`config.mk`:
```
export PLATFORM = sky130hd
export DESIGN_NAME = onehot_decoder_seq
export DESIGN_NICKNAME = d
export VERILOG_FILES = /design/src/rtl/onehot_decoder_seq.sv
export SDC_FILE = /design/constraint.sdc
export NUM_CORES = 1
export LEC_CHECK = 0
export BUFFER_PORTS_ARGS = -buffer_cell sky130_fd_sc_hd__buf_4
export CORE_MARGIN = 2
export CORE_UTILIZATION = 45
export DETAILED_ROUTE_END_ITERATION = 8
export GPL_TIMING_DRIVEN = 0
export MAX_ROUTING_LAYER = met4
export PLACE_DENSITY_LB_ADDON = 0.08
export SYNTH_ARGS = -nofsm -noshare
export SYNTH_HDL_FRONTEND = slang
export SYNTH_SLANG_ARGS = --single-unit
export TNS_END_PERCENT = 10
```
`constraint.sdc`:
```
create_clock -name clk -period 2.2 [get_ports clk]
set_input_delay 0.44 -clock clk [delete_from_list [all_inputs] [get_ports clk]]
set_output_delay 0.44 -clock clk [all_outputs]
set_load 0.01 [all_outputs]
```
`src/rtl/onehot_decoder_seq.sv`:
```
// Registered SEL_W-to-2**SEL_W one-hot decoder with enable, valid-qualified load,
// hold, and an up/down auto-scan mode with a programmable dwell per step.
module onehot_decoder_seq #(
    parameter int SEL_W      = 3,
    parameter int DWELL_W    = 8,
    parameter bit ACTIVE_LOW = 1'b0
) (
    input  logic                    clk,
    input  logic                    rst_n,
    input  logic                    en,
    input  logic [1:0]              mode,
    input  logic                    sel_valid,
    input  logic [SEL_W-1:0]        sel,
    input  logic [DWELL_W-1:0]      dwell,
    output logic [(2**SEL_W)-1:0]   y,
    output logic                    y_valid,
    output logic [SEL_W-1:0]        idx,
    output logic                    wrap
);

    localparam int OUT_W = 2**SEL_W;
    localparam logic [OUT_W-1:0] BLANK = {OUT_W{ACTIVE_LOW}};
    localparam logic [OUT_W-1:0] ONE   = {{(OUT_W-1){1'b0}}, 1'b1};

    typedef enum logic {IDLE, RUN} state_t;
    typedef enum logic [1:0] {DECODE = 2'b00, SCAN_UP = 2'b01, SCAN_DOWN = 2'b10, HOLD = 2'b11} mode_t;

    state_t             state_q, state_d;
    mode_t              mode_q, mode_d;
    logic [SEL_W-1:0]   idx_q, idx_d;
    logic [DWELL_W-1:0] cnt_q, cnt_d;
    logic               valid_d, wrap_d;
    logic [OUT_W-1:0]   y_q, y_d;
    logic               valid_q, wrap_q;

    // NOTE: every always_comb output gets a default first so no path leaves it unassigned (no latch).
    always_comb begin
        state_d = state_q;
        mode_d  = mode_t'(mode);
        idx_d   = idx_q;
        cnt_d   = cnt_q;
        valid_d = valid_q;
        wrap_d  = 1'b0;

        if (!en) begin
            state_d = IDLE;
            valid_d = 1'b0;
            cnt_d   = '0;
        end else if (sel_valid) begin
            state_d = RUN;
            valid_d = 1'b1;
            idx_d   = sel;
            cnt_d   = '0;
        end else if (state_q == IDLE) begin
            // Re-entry shows the retained index without stepping, whatever the mode.
            state_d = RUN;
            valid_d = 1'b1;
            cnt_d   = '0;
        end else if (mode_t'(mode) != mode_q) begin
            cnt_d = '0;
        end else begin
            case (mode_t'(mode))
                DECODE: cnt_d = '0;
                SCAN_UP, SCAN_DOWN: begin
                    // Live >= compare: lowering dwell below the counter forces a step.
                    if (cnt_q >= dwell) begin
                        cnt_d = '0;
                        if (mode_t'(mode) == SCAN_UP) begin
                            idx_d  = idx_q + SEL_W'(1);
                            wrap_d = (idx_q == '1);
                        end else begin
                            idx_d  = idx_q - SEL_W'(1);
                            wrap_d = (idx_q == '0);
                        end
                    end else begin
                        cnt_d = cnt_q + DWELL_W'(1);
                    end
                end
                HOLD: ;
            endcase
        end

        y_d = valid_d ? ((ONE << idx_d) ^ BLANK) : BLANK;
    end

    // NOTE: sequential state uses non-blocking assignments only, so all registers update together.
    always_ff @(posedge clk or negedge rst_n) begin
        if (!rst_n) begin
            // NOTE: every register here is small control state, so all of it is reset.
            state_q <= IDLE;
            mode_q  <= DECODE;
            idx_q   <= '0;
            cnt_q   <= '0;
            valid_q <= 1'b0;
            wrap_q  <= 1'b0;
            y_q     <= BLANK;
        end else begin
            state_q <= state_d;
            mode_q  <= mode_d;
            idx_q   <= idx_d;
            cnt_q   <= cnt_d;
            valid_q <= valid_d;
            wrap_q  <= wrap_d;
            y_q     <= y_d;
        end
    end

    assign y       = y_q;
    assign y_valid = valid_q;
    assign idx     = idx_q;
    assign wrap    = wrap_q;

endmodule
```
==> results by group, run 1 <==
STA
  • Crit path time final: about 2.3 ns
  • Worst-Margin Slew: 0.614 ns
  • Post-route setup slack: -0.0738 ns
  • Maximum clock frequency: 0.440 GHz
  • Slew Limit Fails: 0
  • Clock skew: 0.00254 ns
  • Slew margin rel.: 58.9%
  • Min Hold Slack: 0.223 ns
  • Final Hold Vio Count: 0
  • Setup Total Neg Slack: -0.391 ns
  • Final setup fails: 8
  • RSZ-0062 raised after global routing: yes
  • Fin crit share: 103%

Place
  • Placed Area: 0.00167 sq mm
  • Gpl congestion: between 0.7 and 0.8
  • Detailed-placement wirelength estimate: ~2.2 mm
  • Setup slack after placement: -0.368 ns
  • Port bufs: 29
  • Dpl cells: just over 200

Detailed routing
  • Vias: roughly 1200
  • Drt initial violations: 41
  • Pre-Repair DR Iteration Count: 4
  • Routed Antenna Nets: 0
  • WL/cell: 13.9 microns
  • Total Wirelength: between 2 and 3 mm
  • Drt drc: 0
  • Vias per cell: 5.55

Critical path
  • Data arrival time of the critical path: 2.52 ns
  • CP Cell Sequence: inv_2 -> fa_2 -> xnor2_1 -> or4_4 -> a22oi_2 -> o21ai_1 -> or3b_4 -> nor3_2
  • Crit-path max cell delay: 0.44 ns
  • Crit path max fanout: 4
  • Critical Path RT: 2.45 ns
  • Critical path buffer and inverter count: 1
  • RR Endpoint: y[1]
  • CP Launch Type: register
  • Reg-to-reg startpoint: idx[0]
  • Worst path slowest cell: or4_4
  • Worst R2R Path Depth: 8
  • Kind of critical path: register to register
  • R2R setup slack: -0.07 ns
  • Cell family with most CP delay: simple AND/OR/NAND/NOR gates
  • CP endpoint kind: register

Final layout
  • Area growth, synth to finish: 26.9%
  • Fin cells: 214
  • ANT cells: 0
  • Share of cells above drive strength 1: 29.3%
  • Most frequent cells in the layout: buf_4, dfrtp_1, inv_1, nand2_1, ha_1
  • Commonest non-fill, non-tap cell in the layout: buf_4
  • Fin nets: between 200 and 250
  • Fin area: 0.00177 sq mm
  • Fin util: 59.0%

Power
  • Total Power: 1.01 mW
  • PD cells: 569 mW/mm^2
  • Leak: 0.866 nW
  • Max VDD drop: 0.372 mV

Yosys
  • Number of flops mapped to enable cells by yosys: 0
  • Synth cell types: 40
  • Synth Cell Area: 0.00140 sq mm
  • Yosys warnings: 0
  • Top FF cell, synth: dfrtp_1
  • Synthesized Nets: 173
  • Syn Inst Count: 144
  • Sequential element share of the synthesized area: 43.0%
  • Avg Inst Size Synth: 9.71 sq um
  • Yosys reg bits: 24
  • FFs w/ async S/R, synth: 100%

Clock network
  • CTS Sinks: 24
  • CTS tree: yes
  • H-tree Lvls: 1
  • CTS root buf: clkbuf_4
  • Clk_lat worst skew: roughly 0.32 ns
  • Worst-path clk slew: 0.13 ns
  • Clock tree buffer depth: 2
  • TritonCTS Buffers: 3

Die
  • Core Footprint: 0.00300 sq mm
  • Starting Density: 46.5%
  • Total I/O pin count: 30
  • Cell Rows: 20
  • DIE WIDTH: roughly 60 microns
  • Die Height: 59.7 microns
  • Die area: between 0.003 and 0.004 sq mm

Hold path
  • Worst hold path class: primary input to register
  • Hold wc startpoint: en
  • Hold Path End: state_q
  • Hold Crit Depth: 1

Status
  • Failing checks: negative setup slack
  • Outcome: finished with violations

Flow run
  • Max cap viols: 0

GRT
  • Largest net degree at the start of global routing: 25
  • Vias in the first global route: 1163
  • Initial antenna violation count: 0
  • First-pass GRT wire length: a little over 5 mm
  • Total global-route track usage: a little under 20%
  • GRT Residual Overflow: 0
how the worst max path moves through the flow:
| stage | depth (start not counted) | startpoint | slack [ns] | to |
|---|---|---|---|---|
| floorplan | 9 | mode[1] | -0.13 | y[2] |
| global placement | 10 | mode[1] | -0.34 | y[3] |
| detailed placement | 10 | mode[1] | -0.37 | y[1] |
| CTS | 8 | idx[0] | -0.09 | y[1] |
| global route | 8 | cnt_q[6] | -0.22 | y[4] |
| finish | 8 | idx[0] | -0.07 | y[1] |
what timing repair did:
item / in CTS / in global routing
hold buffers: 1 / 0
setup endpoints to repair: 9 / 16
endpoints found under the hold margin: 24 / 0
resized for setup: 4 / 2
pin swaps: 2 / 0
setup buffers: 3 / 0
sequential cells by signal, summed over array words and instances (netlist names):
signal / cells
mode_q: 2
idx: 3
state_q: 1
y: 8
y_valid: 1
cnt_q: 8
wrap: 1
worst reg2reg max path: stages (launching register included):
cell,delay [ns]
dfrtp_1,0.40
inv_2,0.08
fa_2,0.38
xnor2_1,0.13
or4_4,0.44
a22oi_2,0.13
o21ai_1,0.10
or3b_4,0.43
nor3_2,0.12
final cells by class:
| class | instances | area, sq um |
|---|---|---|
| inverter | 14 | 52.6 |
| tap | 33 | 41.3 |
| timing repair buffer | 33 | 250 |
| clock buffer | 3 | 22.5 |
| clock inverter | 1 | 30.0 |
| multi-input combinational | 104 | 767 |
| buffer | 2 | 7.51 |
| fill | 278 | 1230 |
| sequential | 24 | 602 |
report_power, final:
group	total (mW)	switching, mW	internal, mW
Sequential	0.478	0.0155	0.462
Clock	0.320	0.136	0.184
Combinational	0.211	0.113	0.0974
Total	1.01	0.264	0.744
cell families (layout without fill, tap and decap cells):
family / count (synthesis) / in the layout / share of synthesized area, %
compound gates: 31 / 31 / 14.2
buf+inv: 16 / 53 / 4.30
flops: 24 / 24 / 43.0
fa+ha+maj: 12 / 12 / 11.3
mux: 1 / 1 / 0.716
simple gates: 57 / 57 / 24.6
xor+xnor: 3 / 3 / 1.88
Yosys cell counts, types with 2 or more instances:
library cell   n  area [sq um]
nor3_2         4          40.0
nand3_1        5          25.0
nor2b_1        4          25.0
and4_1         2          17.5
a21oi_1        3          15.0
dfrtp_1       24           601
nand2_1       11          41.3
inv_1         12          45.0
xor2_1         2          17.5
nor3_1         6          30.0
inv_2          2          7.51
o21ai_0        7          35.0
o21a_1         2          15.0
nor2_1         2          7.51
o21ai_1        8          40.0
nand2b_1      10          62.6
nand4_1        3          18.8
clkbuf_1       2          7.51
ha_1          11           138
and3_1         4          25.0
per-layer routing:
| metal | wire, microns | global-route usage, % |
|---|---|---|
| met5 | 0 | - |
| met4 | 17 | 4.76 |
| met3 | 150 | 4.55 |
| met2 | 1400 | 29.8 |
| met1 | 1400 | 25.8 |
No activity file was read; power rests on OpenSTA's default activity.
==> run 2: changes to the inputs <==
--- a/config.mk
+++ b/config.mk
@@ -7,7 +7,7 @@
 export LEC_CHECK = 0
 export BUFFER_PORTS_ARGS = -buffer_cell sky130_fd_sc_hd__buf_4
 export CORE_MARGIN = 2
-export CORE_UTILIZATION = 45
+export CORE_UTILIZATION = 42
 export DETAILED_ROUTE_END_ITERATION = 8
 export GPL_TIMING_DRIVEN = 0
 export MAX_ROUTING_LAYER = met4
==> run 2 against run 1 <==
The run still ends with negative setup slack left; register-to-register slack hardly changed; combinational power is 2% higher; cell count is 3.7% higher; wire length is 2.4% lower; power is 13% lower; sequential share of layout area is 0.29 points higher; critical path depth stayed put; sequential power hardly changed; non-clock buffer count is 2 lower.
==> results by group, run 2 (same netlist as run 1, synthesis figures left out) <==
Detailed routing
  • Metal2 WL: 1.31 mm (was 1.40 mm)
  • Drt drc: 0 (unchanged)
  • Drt initial violations: 39 (was 41)
  • Met3 WL: 124 microns (was 150 microns)
  • Highest routed layer: met4 (unchanged)
  • Metal-1 WL: 1.45 mm (was 1.40 mm)
  • Routed Antenna Nets: 0 (unchanged)
  • Vias per cell: 5.24 (was 5.55)
  • Vias: 1163 (was 1187)
  • Pre-Repair DR Iteration Count: 4 (unchanged)
  • WL/cell: 13.0 microns (was 13.9 microns)
  • Total Wirelength: 2.89 mm (was 2.96 mm)

GRT
  • Total global-route track usage: 17.5% (was 19.3%)
  • Initial antenna violation count: 0 (unchanged)
  • First-pass GRT wire length: 4.75 mm (was 5.06 mm)
  • Largest net degree at the start of global routing: 25 (unchanged)
  • Vias in the first global route: 1125 (was 1163)
  • GRT Residual Overflow: 0 (unchanged)

STA
  • Setup Total Neg Slack: -0.405 ns (was -0.391 ns)
  • Fin crit share: 103% (about the same)
  • Post-route setup slack: -0.0723 ns (was -0.0738 ns)
  • Maximum clock frequency: 0.440 GHz (about the same)
  • Final Hold Vio Count: 0 (unchanged)
  • Worst-Margin Slew: 0.508 ns (was 0.614 ns)
  • Slew margin rel.: 66.0% (was 58.9%)
  • Final setup fails: 8 (unchanged)
  • Crit path time final: 2.27 ns (about the same)
  • Slew Limit Fails: 0 (unchanged)
  • RSZ-0062 raised after global routing: yes (unchanged)
  • Clock skew: 0.00346 ns (was 0.00254 ns)

Power
  • Power share of the sequential group: 54.3% (was 47.4%)
  • Max VDD drop: 0.392 mV (was 0.372 mV)
  • Clock power frac: 21.1% (was 31.7%)
  • Sw frac: 28.7% (was 26.2%)
  • Leak: 0.836 nW (was 0.866 nW)
  • Combinational power share: 24.6% (was 20.9%)
  • Net Switching: 252 uW (was 264 uW)
  • Internal power: 627 uW (was 744 uW)
  • PD cells: 501 mW/mm^2 (was 569 mW/mm^2)

Die
  • Core Footprint: 0.00310 sq mm (was 0.00300 sq mm)
  • DIE WIDTH: 61.7 microns (was 59.7 microns)
  • Cell Rows: 20 (unchanged)
  • Die Height: 61.7 microns (was 59.7 microns)
  • Total I/O pin count: 30 (unchanged)
  • Starting Density: 45.0% (was 46.5%)
  • Die area: 0.00381 sq mm (was 0.00357 sq mm)

Critical path
  • CP endpoint kind: register (unchanged)
  • Reg-to-reg startpoint: idx[0] (unchanged)
  • R2R setup slack: -0.07 ns (about the same)
  • Kind of critical path: register to register (unchanged)
  • CP startpoint: idx[0] (unchanged)
  • Critical Path RT: 2.43 ns (was 2.45 ns)
  • Crit path max fanout: 4 (unchanged)
  • Data arrival time of the critical path: 2.50 ns (was 2.52 ns)
  • CP Launch Type: register (unchanged)
  • RR Endpoint: y[2] (was y[1])
  • Worst R2R Path Depth: 8 (unchanged)

Final layout
  • Area growth, synth to finish: 25.5% (was 26.9%)
  • Most frequent cells in the layout: buf_4, dfrtp_1, inv_1, nand2_1, ha_1 (unchanged)
  • Fill count: 307 (was 278)
  • Commonest non-fill, non-tap cell in the layout: buf_4 (unchanged)
  • Fin util: 56.5% (was 59.0%)
  • Fin nets: 209 (was 211)
  • Fin area: 0.00175 sq mm (was 0.00177 sq mm)
  • ANT cells: 0 (unchanged)
  • Share of cells above drive strength 1: 29.8% (was 29.3%)

Clock network
  • TritonCTS Buffers: 3 (unchanged)
  • CTS tree: yes (unchanged)
  • Worst-path clk slew: 0.12 ns (was 0.13 ns)
  • Clk_lat worst skew: 0.30 ns (was 0.32 ns)
  • Clock tree buffer depth: 2 (unchanged)
  • CTS Sinks: 24 (unchanged)
  • Hold-fix buffers, CTS: 0 (was 1)
  • H-tree Lvls: 1 (unchanged)
  • CTS root buf: clkbuf_4 (unchanged)

Hold path
  • Worst hold path class: primary input to async pin (was primary input to register)

Flow run
  • Max cap viols: 0 (unchanged)

Place
  • Detailed-placement wirelength estimate: 2.25 mm (was 2.22 mm)
  • Setup slack after placement: -0.401 ns (was -0.368 ns)
  • Placed Area: 0.00169 sq mm (was 0.00167 sq mm)
  • Gpl congestion: 0.847 (was 0.759)
  • Port bufs: 29 (unchanged)

Status
  • Outcome: finished with violations (unchanged)
  • Failing checks: negative setup slack (unchanged)
[run 2: how the worst max path moves through the flow]
stage	endpoint	slack, ns	cells past startpoint
finish	y[2]	-0.07	8
global route	y[2]	-0.18	8
CTS	y[2]	-0.07	8
detailed placement	y[4]	-0.40	9
global placement	y[4]	-0.39	9
floorplan	y[2]	-0.13	9
[run 2: per-layer routing]
layer | GRT usage (%) | vias to the layer above
met5 | - | -
met4 | 3.65 | 0
met3 | 1.89 | 2
met2 | 26.2 | 33
met1 | 25.6 | 547
li1 | - | 581
[run 2: power groups by stage]
stage	logic, mW	registers [mW]	clock network (mW)
3_3_place_gp	0.190	0.489	0
5_1_grt	0.240	0.481	0.209
6_report	0.216	0.477	0.185
2_1_floorplan	0.102	0.495	0
4_1_cts	0.214	0.477	0.197
3_5_place_dp	0.196	0.490	0
[run 2: metrics by stage]
| step | instances | hold WS [ns] | total power [mW] |
|---|---|---|---|
| floorplan | 144 | 0.144 | 0.596 |
| global placement | 217 | 0.358 | 0.680 |
| finish | 222 | 0.0116 | 0.879 |
| global route | 222 | 0.0253 | 0.930 |
| detailed placement | 217 | 0.360 | 0.686 |
| CTS | 222 | 0.0135 | 0.888 |
[run 2: layout make-up]
class / count / area [sq um] / share of cell area [%]
Buffer: 2 / 7.51 / 0.428
Multi-Input combinational cell: 104 / 783 / 44.7
Inverter: 14 / 52.6 / 3.00
Clock buffer: 3 / 22.5 / 1.28
Tap cell: 44 / 55.1 / 3.14
Sequential cell: 24 / 601 / 34.2
Timing Repair Buffer: 31 / 233 / 13.3
[run 2: critical path, cell delays in order, from the launching register on]
cell	delay (ns)
dfrtp_1	0.39
inv_2	0.07
fa_2	0.39
xnor2_1	0.13
or4_4	0.44
a22oi_2	0.15
o21ai_2	0.09
or3b_4	0.42
nor3_2	0.12
[run 2: repair_timing]
| item | 4_1_cts | 5_1_grt |
|---|---|---|
| endpoints found under the setup margin | 9 | 15 |
| setup buffers | 2 | 0 |
| pin swaps | 2 | 0 |
| resized for setup | 5 | 2 |
